==> src/rtl/vga_timing_pkg.sv <==
// VGA 640x480@60 timing constants and the per-axis raster region encoding.
// Shared by the timing generator and anything that needs to decode scan positions.
package vga_timing_pkg;

  localparam int unsigned HActive = 640;
  localparam int unsigned HFp     = 16;
  localparam int unsigned HSync   = 96;
  localparam int unsigned HBp     = 48;
  localparam int unsigned VActive = 480;
  localparam int unsigned VFp     = 10;
  localparam int unsigned VSync   = 2;
  localparam int unsigned VBp     = 33;

  localparam int unsigned HTotal = HActive + HFp + HSync + HBp;
  localparam int unsigned VTotal = VActive + VFp + VSync + VBp;

  typedef enum logic [1:0] {
    RegAct  = 2'd0,
    RegFp   = 2'd1,
    RegSync = 2'd2,
    RegBp   = 2'd3
  } region_e;

  // Regions follow each other ACT -> FP -> SYNC -> BP along one axis.
  function automatic region_e region_of(input int unsigned pos, input int unsigned act,
                                        input int unsigned fp, input int unsigned sync);
    if (pos < act) return RegAct;
    if (pos < act + fp) return RegFp;
    if (pos < act + fp + sync) return RegSync;
    return RegBp;
  endfunction

endpackage

==> src/rtl/sync_delay_line.sv <==
// Tick-enabled shift register that delays the sync/valid flags by DEPTH pixels.
// Synchronous reset loads every stage with the supplied idle value.
module sync_delay_line #(
  parameter int unsigned DEPTH = 1,
  parameter int unsigned WIDTH = 3
) (
  input  logic             i_clk,
  input  logic             i_rst_n,
  input  logic             i_tick,
  input  logic [WIDTH-1:0] i_rst_val,
  input  logic [WIDTH-1:0] i_data,
  output logic [WIDTH-1:0] o_data
);

  logic [DEPTH*WIDTH-1:0] r_sr;

  if (DEPTH == 1) begin : g_single
    always_ff @(posedge i_clk) begin
      if (!i_rst_n) begin
        r_sr <= i_rst_val;
      end else if (i_tick) begin
        r_sr <= i_data;
      end
    end
  end else begin : g_multi
    // Newest stage sits in the low bits; the oldest leaves through the top.
    always_ff @(posedge i_clk) begin
      if (!i_rst_n) begin
        r_sr <= {DEPTH{i_rst_val}};
      end else if (i_tick) begin
        r_sr <= {r_sr[(DEPTH-1)*WIDTH-1:0], i_data};
      end
    end
  end

  assign o_data = r_sr[DEPTH*WIDTH-1 -: WIDTH];

endmodule

==> src/rtl/vga_timing_gen.sv <==
// VGA raster timing: pixel-rate divider, h/v scan counters, frame counter, and
// sync/valid flags delayed to match the pixel path's block-memory read latency.
module vga_timing_gen
  import vga_timing_pkg::*;
#(
  parameter int unsigned CLK_DIV  = 4,
  parameter int unsigned H_ACTIVE = HActive,
  parameter int unsigned H_FP     = HFp,
  parameter int unsigned H_SYNC   = HSync,
  parameter int unsigned H_BP     = HBp,
  parameter int unsigned V_ACTIVE = VActive,
  parameter int unsigned V_FP     = VFp,
  parameter int unsigned V_SYNC   = VSync,
  parameter int unsigned V_BP     = VBp,
  parameter bit          SYNC_POL = 1'b0,
  parameter int unsigned PIPE_DLY = 1
) (
  input  logic       i_clk,
  input  logic       i_rst_n,
  input  logic       i_en,
  output logic       o_pix_tick,
  output logic [9:0] o_h_cnt,
  output logic [9:0] o_v_cnt,
  output logic       o_valid,
  output logic       o_hsync,
  output logic       o_vsync,
  output logic       o_line_start,
  output logic       o_frame_start,
  output logic [7:0] o_frame_cnt
);

  localparam int unsigned HTot  = H_ACTIVE + H_FP + H_SYNC + H_BP;
  localparam int unsigned VTot  = V_ACTIVE + V_FP + V_SYNC + V_BP;
  localparam int unsigned DivW  = (CLK_DIV > 1) ? $clog2(CLK_DIV) : 1;
  localparam int unsigned Depth = (PIPE_DLY == 0) ? 1 : PIPE_DLY;

  localparam logic [DivW-1:0] DivLast = DivW'(CLK_DIV - 1);
  localparam logic [9:0]      HLast   = 10'(HTot - 1);
  localparam logic [9:0]      VLast   = 10'(VTot - 1);

  logic [DivW-1:0] r_div_cnt;
  logic [9:0]      r_h_cnt;
  logic [9:0]      r_v_cnt;
  logic [7:0]      r_frame_cnt;
  logic            r_pix_tick;
  logic            r_line_start;
  logic            r_frame_start;

  logic            w_adv;
  logic            w_h_wrap;
  logic            w_v_wrap;
  logic [9:0]      w_h_nxt;
  logic [9:0]      w_v_nxt;
  logic [2:0]      w_flags_in;
  logic [2:0]      w_flags_rst;
  logic [2:0]      w_flags_dly;

  // Flags packed as {valid, hsync, vsync} for one scan position.
  function automatic logic [2:0] raw_flags(input logic [9:0] h, input logic [9:0] v);
    region_e h_reg;
    region_e v_reg;
    h_reg = region_of(32'(h), H_ACTIVE, H_FP, H_SYNC);
    v_reg = region_of(32'(v), V_ACTIVE, V_FP, V_SYNC);
    return {(h_reg == RegAct) && (v_reg == RegAct),
            (h_reg == RegSync) ? SYNC_POL : ~SYNC_POL,
            (v_reg == RegSync) ? SYNC_POL : ~SYNC_POL};
  endfunction

  assign w_adv    = i_en && (r_div_cnt == DivLast);
  assign w_h_wrap = (r_h_cnt == HLast);
  assign w_v_wrap = w_h_wrap && (r_v_cnt == VLast);

  always_comb begin
    w_h_nxt = r_h_cnt;
    w_v_nxt = r_v_cnt;
    if (w_adv) begin
      w_h_nxt = w_h_wrap ? 10'd0 : r_h_cnt + 10'd1;
      if (w_h_wrap) begin
        w_v_nxt = w_v_wrap ? 10'd0 : r_v_cnt + 10'd1;
      end
    end
  end

  always_ff @(posedge i_clk) begin
    if (!i_rst_n) begin
      r_div_cnt     <= '0;
      r_h_cnt       <= '0;
      r_v_cnt       <= '0;
      r_frame_cnt   <= '0;
      r_pix_tick    <= 1'b0;
      r_line_start  <= 1'b0;
      r_frame_start <= 1'b0;
    end else begin
      r_pix_tick    <= w_adv;
      r_line_start  <= w_adv && w_h_wrap;
      r_frame_start <= w_adv && w_v_wrap;
      if (i_en) begin
        r_div_cnt <= (r_div_cnt == DivLast) ? '0 : r_div_cnt + DivW'(1);
      end
      r_h_cnt <= w_h_nxt;
      r_v_cnt <= w_v_nxt;
      if (w_adv && w_v_wrap) begin
        r_frame_cnt <= r_frame_cnt + 8'd1;
      end
    end
  end

  // Zero delay registers the flags of the position being entered so they line up
  // with h_cnt/v_cnt; otherwise the current position enters the delay chain.
  assign w_flags_in  = (PIPE_DLY == 0) ? raw_flags(w_h_nxt, w_v_nxt)
                                       : raw_flags(r_h_cnt, r_v_cnt);
  assign w_flags_rst = {1'b0, ~SYNC_POL, ~SYNC_POL};

  sync_delay_line #(
    .DEPTH(Depth),
    .WIDTH(3)
  ) u_sync_delay_line (
    .i_clk    (i_clk),
    .i_rst_n  (i_rst_n),
    .i_tick   (w_adv),
    .i_rst_val(w_flags_rst),
    .i_data   (w_flags_in),
    .o_data   (w_flags_dly)
  );

  assign o_pix_tick    = r_pix_tick;
  assign o_h_cnt       = r_h_cnt;
  assign o_v_cnt       = r_v_cnt;
  assign o_valid       = w_flags_dly[2];
  assign o_hsync       = w_flags_dly[1];
  assign o_vsync       = w_flags_dly[0];
  assign o_line_start  = r_line_start;
  assign o_frame_start = r_frame_start;
  assign o_frame_cnt   = r_frame_cnt;

endmodule
==> config.mk <==
export PLATFORM = sky130hd
export DESIGN_NAME = vga_timing_gen
export DESIGN_NICKNAME = d
export VERILOG_FILES = /design/src/rtl/vga_timing_pkg.sv /design/src/rtl/sync_delay_line.sv /design/src/rtl/vga_timing_gen.sv
export SDC_FILE = /design/constraint.sdc
export NUM_CORES = 1
export LEC_CHECK = 0
export ABC_AREA = 1
export CAP_MARGIN = 20
export CELL_PAD_IN_SITES_DETAIL_PLACEMENT = 2
export CELL_PAD_IN_SITES_GLOBAL_PLACEMENT = 2
export CORE_ASPECT_RATIO = 1.1
export CORE_MARGIN = 2
export CORE_UTILIZATION = 25
export CTS_CLUSTER_SIZE = 25
export DETAILED_ROUTE_END_ITERATION = 8
export GPL_ROUTABILITY_DRIVEN = 1
export PLACE_DENSITY = 0.8
export SYNTH_ARGS = -nofsm -noshare
export SYNTH_HDL_FRONTEND = slang
export SYNTH_SLANG_ARGS = --single-unit
==> constraint.sdc <==
create_clock -name i_clk -period 3.13 [get_ports i_clk]
set_input_delay 0.313 -clock i_clk [delete_from_list [all_inputs] [get_ports i_clk]]
set_output_delay 0.313 -clock i_clk [all_outputs]
set_load 0.005 [all_outputs]
==> results of run 1 <==
[cell type report]
class | count | area (µm²) | area share, %
clock buffers | 6 | 72.6 | 3.05
clock inverters | 2 | 35.0 | 1.47
inverters | 32 | 120 | 5.05
multi-input cells | 194 | 956 | 40.2
flip-flops and latches | 36 | 721 | 30.3
well taps | 85 | 106 | 4.47
repair buffers | 37 | 368 | 15.5
[synthesized netlist by cell type, drive strengths merged]
cell type	instances	area, µm²
nand3b	1	7.51
nor2	57	241
xor2	1	8.76
buf	1	5.00
or2	1	6.26
nor3	7	46.3
nand2	64	245
o21ai	9	45.0
ha	5	62.6
dfxtp	36	721
a21oi	17	85.1
clkbuf	1	3.75
clkinv	1	3.75
o21bai	1	7.51
nand3	15	87.6
inv	31	116
nand4	8	50.1
a211oi	1	7.51
o41ai	1	8.76
xnor2	3	26.3
and3	1	6.26
and2	1	6.26
o21a	1	7.51
[worst reg2reg max path, stage by stage (launching register included)]
cell     delay (ns)
dfxtp_1        0.40
ha_1           0.22
nand2_1        0.09
nor2_1         0.26
nand2_1        0.12
nor2_2         0.20
nand2_1        0.14
nand2_2        0.12
nand2_1        0.08
o21ai_1        0.09
inv_1          0.05
[cells by family (layout without fill, tap and decap cells)]
| group | after synthesis | after routing |
|---|---|---|
| buffers and inverters | 34 | 77 |
| flip-flops | 36 | 36 |
| AO/OA/AOI/OAI | 30 | 30 |
| adder cells (fa/ha/maj) | 5 | 5 |
| XOR/XNOR | 4 | 4 |
| AND/OR/NAND/NOR | 155 | 155 |
[power by group through the flow]
stage	clock [µW]	sequential [µW]	combinational, µW
6_report	419	468	40.3
5_1_grt	451	469	47.1
4_1_cts	433	468	41.5
3_5_place_dp	0	479	40.8
3_3_place_gp	0	479	39.5
2_1_floorplan	0	478	22.5
[sequential cells by signal, indices dropped and copies added, names as in the netlist]
name                      cells
o_frame_cnt                   8
o_frame_start                 1
o_h_cnt                      10
o_line_start                  1
o_pix_tick                    1
o_v_cnt                      10
r_div_cnt                     2
u_sync_delay_line.o_data      3
[per-stage QoR]
stage | setup WS (ns) | std cells
floorplan | 1.65 | 264
global placement | 1.07 | 384
detailed placement | 0.954 | 384
CTS | 1.24 | 392
global route | 1.12 | 392
finish | 1.24 | 392
[per-layer routing]
layer  vias up  part of all wire [%]
li1        932                     -
met1       921                    44
met3         6                   2.1
met5         -                     0
met4         0                   1.2
met2        24                    53
[worst paths after layout]
| check | end | cells past startpoint | slack (ns) |
|---|---|---|---|
| worst max-delay path | o_frame_cnt[2]$_SDFFE_PN0P_ | 10 | 1.24 |
| worst min-delay path | u_sync_delay_line.o_data[1]$_SDFFE_PN1P_ | 2 | 0.50 |
| worst max register to register | o_frame_cnt[2]$_SDFFE_PN0P_ | 10 | 1.28 |
| worst min register to register | u_sync_delay_line.o_data[1]$_SDFFE_PN1P_ | 2 | 0.50 |
==> impl_metrics.py, run 1 <==
metrics = {
    "run_status": {
        "outcome": "complete, no violations",
    },
    "drt": {
        "route.detailed.drc": 0,
        "via_per_inst": 4.80,
        "num_vias": 1883,
        "dr.pass1.iters": 4,
        "drt_iter0_drc": 47,
        "drt_wl_total_um": 5870,
        "final_antenna_net_count": 0,
        "drt-wirelength-per-cell_um": 15.0,
    },
    "die": {
        "ios": 37,
        "fp.dieH_um": 93.1,
        "core_um2": 7010,
        "die_area_um2": 7920,
        "initial_core_util_pct": 25.8,
        "die_w_um": 85.0,
        "num_rows": 32,
    },
    "pwr": {
        "p_per_area_nw_per_um2": 390,
        "p_comb_share_pct": 4.3,
        "swShare_pct": 22.6,
        "p_switching_uw": 210,
        "p_clk_share_pct": 45.2,
        "p_int_uw": 717,
        "ir_drop_uv": 173,
        "p_leak_uw": 0.000919,
        "seqPwrFrac_pct": 50.5,
        "power_uw": 927,
    },
    "global_route": {
        "met3_usage_pct": 2.65,
        "grt_pass1_wl_um": 10100,
        "antenna_found_initial": 0,
        "use_met1_pct": 19.0,
        "gr-usage-met2_pct": 29.5,
        "grt.total_usage_pct": 16.0,
        "grt_busiest_layer": "met2",
        "grt_pass1_vias": 2052,
        "grt_max_degree": 15,
        "grt-ovfl-total": 0,
    },
    "clock_network": {
        "cts.clk_slew.worst_paths_ns": 0.08,
        "cts.htree.levels": 2,
        "clock_path_buffers": 2,
        "hold_buffers": 0,
        "cts_root_buf": "clkbuf_8",
        "cts_tree": "done",
        "clock_latency_ns": 0.29,
        "numCtsBuffers": 5,
        "clock-sinks": 36,
        "post_cts_buffers": 0,
        "cts_resized": 0,
    },
    "final_layout": {
        "final_core_util_pct": 33.9,
        "final_layout_size_suffix_gt1_share_pct": 6.84,
        "layout_commonest_cell": "nand2_1",
        "fill_cells": 832,
        "area_growth_pct": 31.7,
        "final_cell_mix": "nand2_1, nor2_1, clkdlybuf4s50_1, dfxtp_1, inv_1",
        "diodes": 0,
        "stdcell_area_um2": 2380,
        "nets": 314,
    },
    "placed_design": {
        "portBuffers": 36,
        "globalplace.congestion": 0.746,
        "dp_hpwl_um": 4530,
        "place_area_um2": 2270,
    },
    "timing": {
        "setup_viol": 0,
        "fin_tns_setup_ns": 0,
        "fmax_mhz": 530,
        "slew_headroom_pct": 70.9,
        "skew_ns": 0.00953,
        "rsz0062_at_grt": "no",
        "hold_ws_ns": 0.497,
        "fin_crit_ns": 1.89,
        "period_share_pct": 60.2,
        "tightest_slew_ns": 0.431,
        "drv_slew": 0,
        "hold_viol_final": 0,
    },
    "synth": {
        "synth_fp_nets": 272,
        "synth_xor_area_share_pct": 1.94,
        "synthCells": 264,
        "synthMuxAreaShare_pct": 0,
        "yosysSeqAreaShare_pct": 39.9,
        "syn-cell-area_um2": 1810,
        "synthAdderAreaFrac_pct": 3.47,
        "syn_avg_cell_area_um2": 6.84,
        "synth_top_family_by_area": "simple AND/OR/NAND/NOR gates",
        "synth-simple-area-share_pct": 38.6,
        "synth_compound_area_share_pct": 8.94,
        "yosysUniqueCellTypes": 30,
        "synth.ff_latch_count": 36,
        "synth_warnings": 0,
    },
    "setup_path": {
        "worst_path_max_delay_cell": "clkdlybuf4s50_1",
        "cp_slowest_stage_delay_ns": 0.55,
        "crit_arrival_ns": 2.08,
        "timing.rr.start": "o_h_cnt[0]$_SDFFE_PN0P_",
        "crit_path_max_fanout": 14,
        "cp_cell_sequence": "clkdlybuf4s50_1 > nand2_2 > nor2_4 > nand2_1 > nor2_2 > nand2_1 > nand2_2 > nand2_1 > o21ai_1 > inv_1",
        "startpoint": "i_en",
        "critPathBufInv": 2,
        "critical_path.top_delay_family": "simple AND/OR/NAND/NOR gates",
        "cp-start-kind": "input pin",
        "worstPathRequired_ns": 3.32,
        "crit_top_cell": "nand2_1",
        "critPathKind": "input pin to flip-flop",
        "crit_path_end_kind": "flip-flop",
    },
    "run": {
        "cap_violations": 0,
    },
    "min_path": {
        "hold_path.startpoint": "u_sync_delay_line.o_data[1]$_SDFFE_PN1P_",
        "hold_class": "flip-flop to flip-flop",
    },
}
(Power assumes the default switching activity.)
==> inputs of run 2 (changes only) <==
clock period = 1.9 ns   (was 3.13 ns; I/O delays follow)
==> impl_metrics.py, run 2 (same netlist as run 1, synthesis figures left out) <==
metrics = {
    "clock_network": {
        "cts_root_buf": "clkbuf_8",
        "clock_latency_ns": 0.28,
        "cts.htree.levels": 2,
        "hold_buffers": 0,
        "clock-sinks": 36,
        "cts_resized": 0,
        "numCtsBuffers": 5,
        "cts_tree": "done",
        "clock_path_buffers": 2,
        "cts.clk_slew.worst_paths_ns": 0.07,
        "post_cts_buffers": 0,
    },
    "drt": {
        "drt_wl_total_um": 5630,
        "dr.pass1.iters": 3,
        "num_vias": 1862,
        "drt-wirelength-per-cell_um": 14.1,
        "drt_iter0_drc": 37,
        "final_antenna_net_count": 0,
        "route.detailed.drc": 0,
        "via_per_inst": 4.68,
    },
    "placed_design": {
        "portBuffers": 36,
        "place_inst": 391,
        "globalplace.congestion": 0.797,
        "dp_hpwl_um": 4490,
    },
    "setup_path": {
        "cp_slowest_stage_delay_ns": 0.40,
        "cp-start-kind": "flip-flop",
        "r2r_slack_ns": 0.20,
        "startpoint": "o_h_cnt[0]$_SDFFE_PN0P_",
        "worstPathRequired_ns": 2.09,
        "cp_cell_sequence": "ha_1 > nand2_1 > nor2_2 > nand2_1 > nor2_2 > nand2_1 > nand2_2 > nand2_1 > o21ai_1 > inv_1",
        "crit_path_end_kind": "flip-flop",
        "reg2reg_to": "o_frame_cnt[2]$_SDFFE_PN0P_",
        "worst_path_max_delay_cell": "dfxtp_1",
        "timing.rr.start": "o_h_cnt[0]$_SDFFE_PN0P_",
        "crit_top_cell": "nand2_1",
        "crit_arrival_ns": 1.88,
        "crit_path_max_fanout": 5,
        "crit_end": "o_frame_cnt[2]$_SDFFE_PN0P_",
        "reg2reg_depth": 10,
        "critPathKind": "flip-flop to flip-flop",
    },
    "timing": {
        "rsz0062_at_grt": "no",
        "period_share_pct": 89.3,
        "hold_ws_ns": 0.485,
        "setup_viol": 0,
        "tightest_slew_ns": 0.418,
        "slew_headroom_pct": 71.9,
        "fin_crit_ns": 1.70,
        "drv_slew": 0,
        "hold_viol_final": 0,
        "skew_ns": 0.00575,
        "fmax_mhz": 589,
    },
    "final_layout": {
        "layout_commonest_cell": "nand2_1",
        "final_core_util_pct": 34.3,
        "nets": 321,
        "final_cells": 398,
        "area_growth_pct": 33.3,
        "fill_cells": 848,
        "final_layout_size_suffix_gt1_share_pct": 9.27,
        "final_cell_mix": "nand2_1, nor2_1, clkdlybuf4s50_1, dfxtp_1, inv_1",
        "diodes": 0,
    },
    "pwr": {
        "p_comb_share_pct": 5.3,
        "seqPwrFrac_pct": 56.4,
        "p_leak_uw": 0.000939,
        "power_uw": 1370,
        "swShare_pct": 23.5,
        "p_clk_share_pct": 38.3,
        "ir_drop_uv": 276,
        "p_switching_uw": 321,
        "p_per_area_nw_per_um2": 568,
        "p_int_uw": 1050,
    },
    "die": {
        "die_w_um": 85.0,
        "initial_core_util_pct": 25.8,
        "core_um2": 7010,
        "die_area_um2": 7920,
        "num_rows": 32,
        "ios": 37,
        "fp.dieH_um": 93.1,
    },
    "global_route": {
        "grt_pass1_vias": 2043,
        "grt.total_usage_pct": 15.2,
        "antenna_found_initial": 0,
        "grt_pass1_wl_um": 9640,
        "grt_max_degree": 12,
        "grt-ovfl-total": 0,
    },
    "run": {
        "cap_violations": 0,
    },
    "min_path": {
        "hold_class": "flip-flop to flip-flop",
    },
    "run_status": {
        "outcome": "complete, no violations",
    },
}
## run 2: cell count changes in the layout (fill, tap and decap cells not counted)
cell       delta
buf_4         +7
nor2_2        +2
bufinv_16     -1
nor2_1        -2
## run 2: layout make-up
cell class	count	area, µm²	share of cell area [%]
Clock inverter	1	5.00	0.208
Inverter	32	120	4.99
Tap cell	85	106	4.42
Clock buffer	6	72.6	3.02
Sequential cell	36	721	30.0
Timing Repair Buffer	44	420	17.5
Multi-Input combinational cell	194	961	39.9
## run 2: critical path: cells and delay by family (launching register included)
family                     cells  cell delay (ns)
buffers and inverters          1             0.05
DFF                            1             0.40
and+or+nand+nor                7             0.85
AOI/OAI and AO/OA              1             0.07
adders and majority gates      1             0.22
## run 2: power groups by stage
stage	Sequential [µW]	Clock, µW	Combinational [µW]
2_1_floorplan	787	0	37.1
3_3_place_gp	788	0	69.8
3_5_place_dp	788	0	73.4
4_1_cts	771	550	74.2
5_1_grt	772	585	82.4
6_report	771	523	72.5
## run 2: per-stage QoR
stage	instance area, µm²	setup TNS, ns	setup slack [ns]
global route	2410	0	0.00333
global placement	2320	0	0.0848
floorplan	1810	0	0.419
finish	2410	0	0.203
detailed placement	2320	-0.0154	-0.0154
CTS	2400	0	0.0990
## run 2: layer usage
metal	global-route usage (%)	vias to the layer above	routed length, µm
met2	26.2	26	2880
met5	0	-	0
li1	-	937	-
met1	18.8	893	2530
met3	2.91	6	144
met4	5.42	0	78
## run 2: how the worst min path moves through the flow
stage / start / endpoint / slack [ns] / cells after the start
6_report: u_sync_delay_line.o_data[1]$_SDFFE_PN1P_ / u_sync_delay_line.o_data[1]$_SDFFE_PN1P_ / 0.49 / 2
4_1_cts: u_sync_delay_line.o_data[1]$_SDFFE_PN1P_ / u_sync_delay_line.o_data[1]$_SDFFE_PN1P_ / 0.50 / 2
3_5_place_dp: u_sync_delay_line.o_data[1]$_SDFFE_PN1P_ / u_sync_delay_line.o_data[1]$_SDFFE_PN1P_ / 0.47 / 2
2_1_floorplan: i_en / r_div_cnt[1]$_SDFFE_PN0P_ / 0.28 / 1
3_3_place_gp: u_sync_delay_line.o_data[1]$_SDFFE_PN1P_ / u_sync_delay_line.o_data[1]$_SDFFE_PN1P_ / 0.46 / 2
5_1_grt: u_sync_delay_line.o_data[1]$_SDFFE_PN1P_ / u_sync_delay_line.o_data[1]$_SDFFE_PN1P_ / 0.52 / 2
==> inputs of run 3 (changes only) <==
REMOVE_ABC_BUFFERS = 1   (was not set)
SKIP_CTS_REPAIR_TIMING = 1   (was not set)
==> impl_metrics.py, run 3 (same netlist as run 1, synthesis figures left out) <==
metrics = {
    "run_status": {
        "outcome": "complete, no violations",
    },
    "timing": {
        "fmax_mhz": 579,
        "slew_headroom_pct": 78.9,
        "skew_ns": 0.00523,
        "tightest_slew_ns": 0.312,
        "setup_viol": 0,
        "fin_ws_ns": 0.173,
        "drv_slew": 0,
        "fin_crit_ns": 1.73,
        "fin_tns_setup_ns": 0,
        "rsz0062_at_grt": "no",
        "hold_viol_final": 0,
        "period_share_pct": 90.9,
    },
    "drt": {
        "final_antenna_net_count": 0,
        "drt_iter0_drc": 57,
        "num_vias": 1869,
        "via_per_inst": 4.70,
        "dr.pass1.iters": 4,
        "route.detailed.drc": 0,
        "drt_wl_total_um": 5670,
        "drt-wirelength-per-cell_um": 14.3,
    },
    "run": {
        "cap_violations": 0,
    },
    "pwr": {
        "p_per_area_nw_per_um2": 602,
        "ir_drop_uv": 329,
        "p_leak_uw": 0.000951,
    },
    "clock_network": {
        "numCtsBuffers": 5,
        "cts.htree.levels": 2,
        "cts.clk_slew.worst_paths_ns": 0.08,
        "clock-sinks": 36,
        "clock_path_buffers": 2,
        "clock_latency_ns": 0.29,
        "cts_tree": "done",
        "cts_root_buf": "clkbuf_8",
    },
    "setup_path": {
        "reg2reg_depth": 10,
        "r2r_slack_ns": 0.17,
        "reg2reg_to": "o_frame_cnt[2]$_SDFFE_PN0P_",
        "critPathKind": "flip-flop to flip-flop",
        "worstPathRequired_ns": 2.09,
        "crit_path_max_fanout": 4,
        "timing.rr.start": "o_h_cnt[1]$_SDFFE_PN0P_",
        "crit_arrival_ns": 1.92,
        "crit_path_end_kind": "flip-flop",
        "cp-start-kind": "flip-flop",
    },
    "die": {
        "num_rows": 32,
        "initial_core_util_pct": 25.8,
        "fp.dieH_um": 93.1,
        "ios": 37,
        "die_w_um": 85.0,
        "core_um2": 7010,
        "die_area_um2": 7920,
    },
    "placed_design": {
        "portBuffers": 36,
        "globalplace.congestion": 0.757,
        "dp_hpwl_um": 4390,
        "post-place-ws_ns": 0.00805,
    },
    "global_route": {
        "antenna_found_initial": 0,
        "grt-ovfl-total": 0,
        "grt_pass1_wl_um": 9970,
        "grt_max_degree": 12,
        "grt.total_usage_pct": 15.8,
        "grt_pass1_vias": 2047,
    },
    "final_layout": {
        "area_growth_pct": 34.4,
        "final_layout_size_suffix_gt1_share_pct": 9.27,
        "diodes": 0,
        "fill_cells": 830,
        "final_cell_mix": "nand2_1, nor2_1, clkdlybuf4s50_1, dfxtp_1, inv_1",
        "final_core_util_pct": 34.6,
        "nets": 321,
        "layout_commonest_cell": "nand2_1",
    },
    "min_path": {
        "hold_path.startpoint": "u_sync_delay_line.o_data[1]$_SDFFE_PN1P_",
        "hold_end": "u_sync_delay_line.o_data[1]$_SDFFE_PN1P_",
        "min_path_cells": 2,
        "hold_class": "flip-flop to flip-flop",
    },
}
run 3: metrics by stage:
stage / instance area, µm² / instances / hold slack (ns) / power [µW]
6_report: 2430 / 398 / 0.479 / 1460
4_1_cts: 2420 / 398 / 0.490 / 1480
3_3_place_gp: 2320 / 391 / 0.468 / 860
3_5_place_dp: 2320 / 391 / 0.463 / 863
5_1_grt: 2430 / 398 / 0.509 / 1530
2_1_floorplan: 1800 / 262 / 0.279 / 822
run 3: worst max-delay path, cell delays in order, from the launching register on:
cell and delay [ns]:
dfxtp_1 0.39, ha_1 0.22, nand2_1 0.09, nor2_2 0.21, nand2_1 0.09, nor2_2 0.19
nand2_1 0.12, nand2_2 0.13, nand2_1 0.06, o21ai_1 0.08, inv_1 0.05
run 3: worst max-delay path by stage:
stage | from | to | slack, ns | depth (start not counted)
after global placement | i_en | o_frame_cnt[2]$_SDFFE_PN0P_ | 0.04 | 10
final | o_h_cnt[1]$_SDFFE_PN0P_ | o_frame_cnt[2]$_SDFFE_PN0P_ | 0.17 | 10
after detailed placement | i_en | o_frame_cnt[2]$_SDFFE_PN0P_ | 0.008 | 10
after CTS | o_h_cnt[1]$_SDFFE_PN0P_ | o_frame_cnt[2]$_SDFFE_PN0P_ | 0.08 | 10
after floorplan | o_h_cnt[0]$_SDFFE_PN0P_ | o_frame_cnt[2]$_SDFFE_PN0P_ | 0.42 | 10
after global routing | o_h_cnt[1]$_SDFFE_PN0P_ | o_frame_cnt[2]$_SDFFE_PN0P_ | 0.02 | 10
run 3: power by group:
part / leakage, µW / internal [µW] / switching (µW)
logic: 0.000610 / 33.5 / 41.0
clock network: 0.0000503 / 324 / 293
registers: 0.000291 / 763 / 6.57
total: 0.000951 / 1120 / 341
run 3: layout make-up:
cell class / instances / area, µm² / area share (%)
inverter: 32 / 120 / 4.95
multi-input combinational: 194 / 963 / 39.7
clock buffer: 7 / 96.3 / 3.97
tap: 85 / 106 / 4.38
timing repair buffer: 44 / 420 / 17.3
sequential: 36 / 721 / 29.7
run 3: layer usage:
metal / part of all wire, % / wire (µm) / track usage [%]
met5: 0 / 0 / 0
met4: 1.7 / 95 / 5.56
met1: 47 / 2650 / 19.9
met3: 2.0 / 112 / 2.21
met2: 50 / 2820 / 27.5
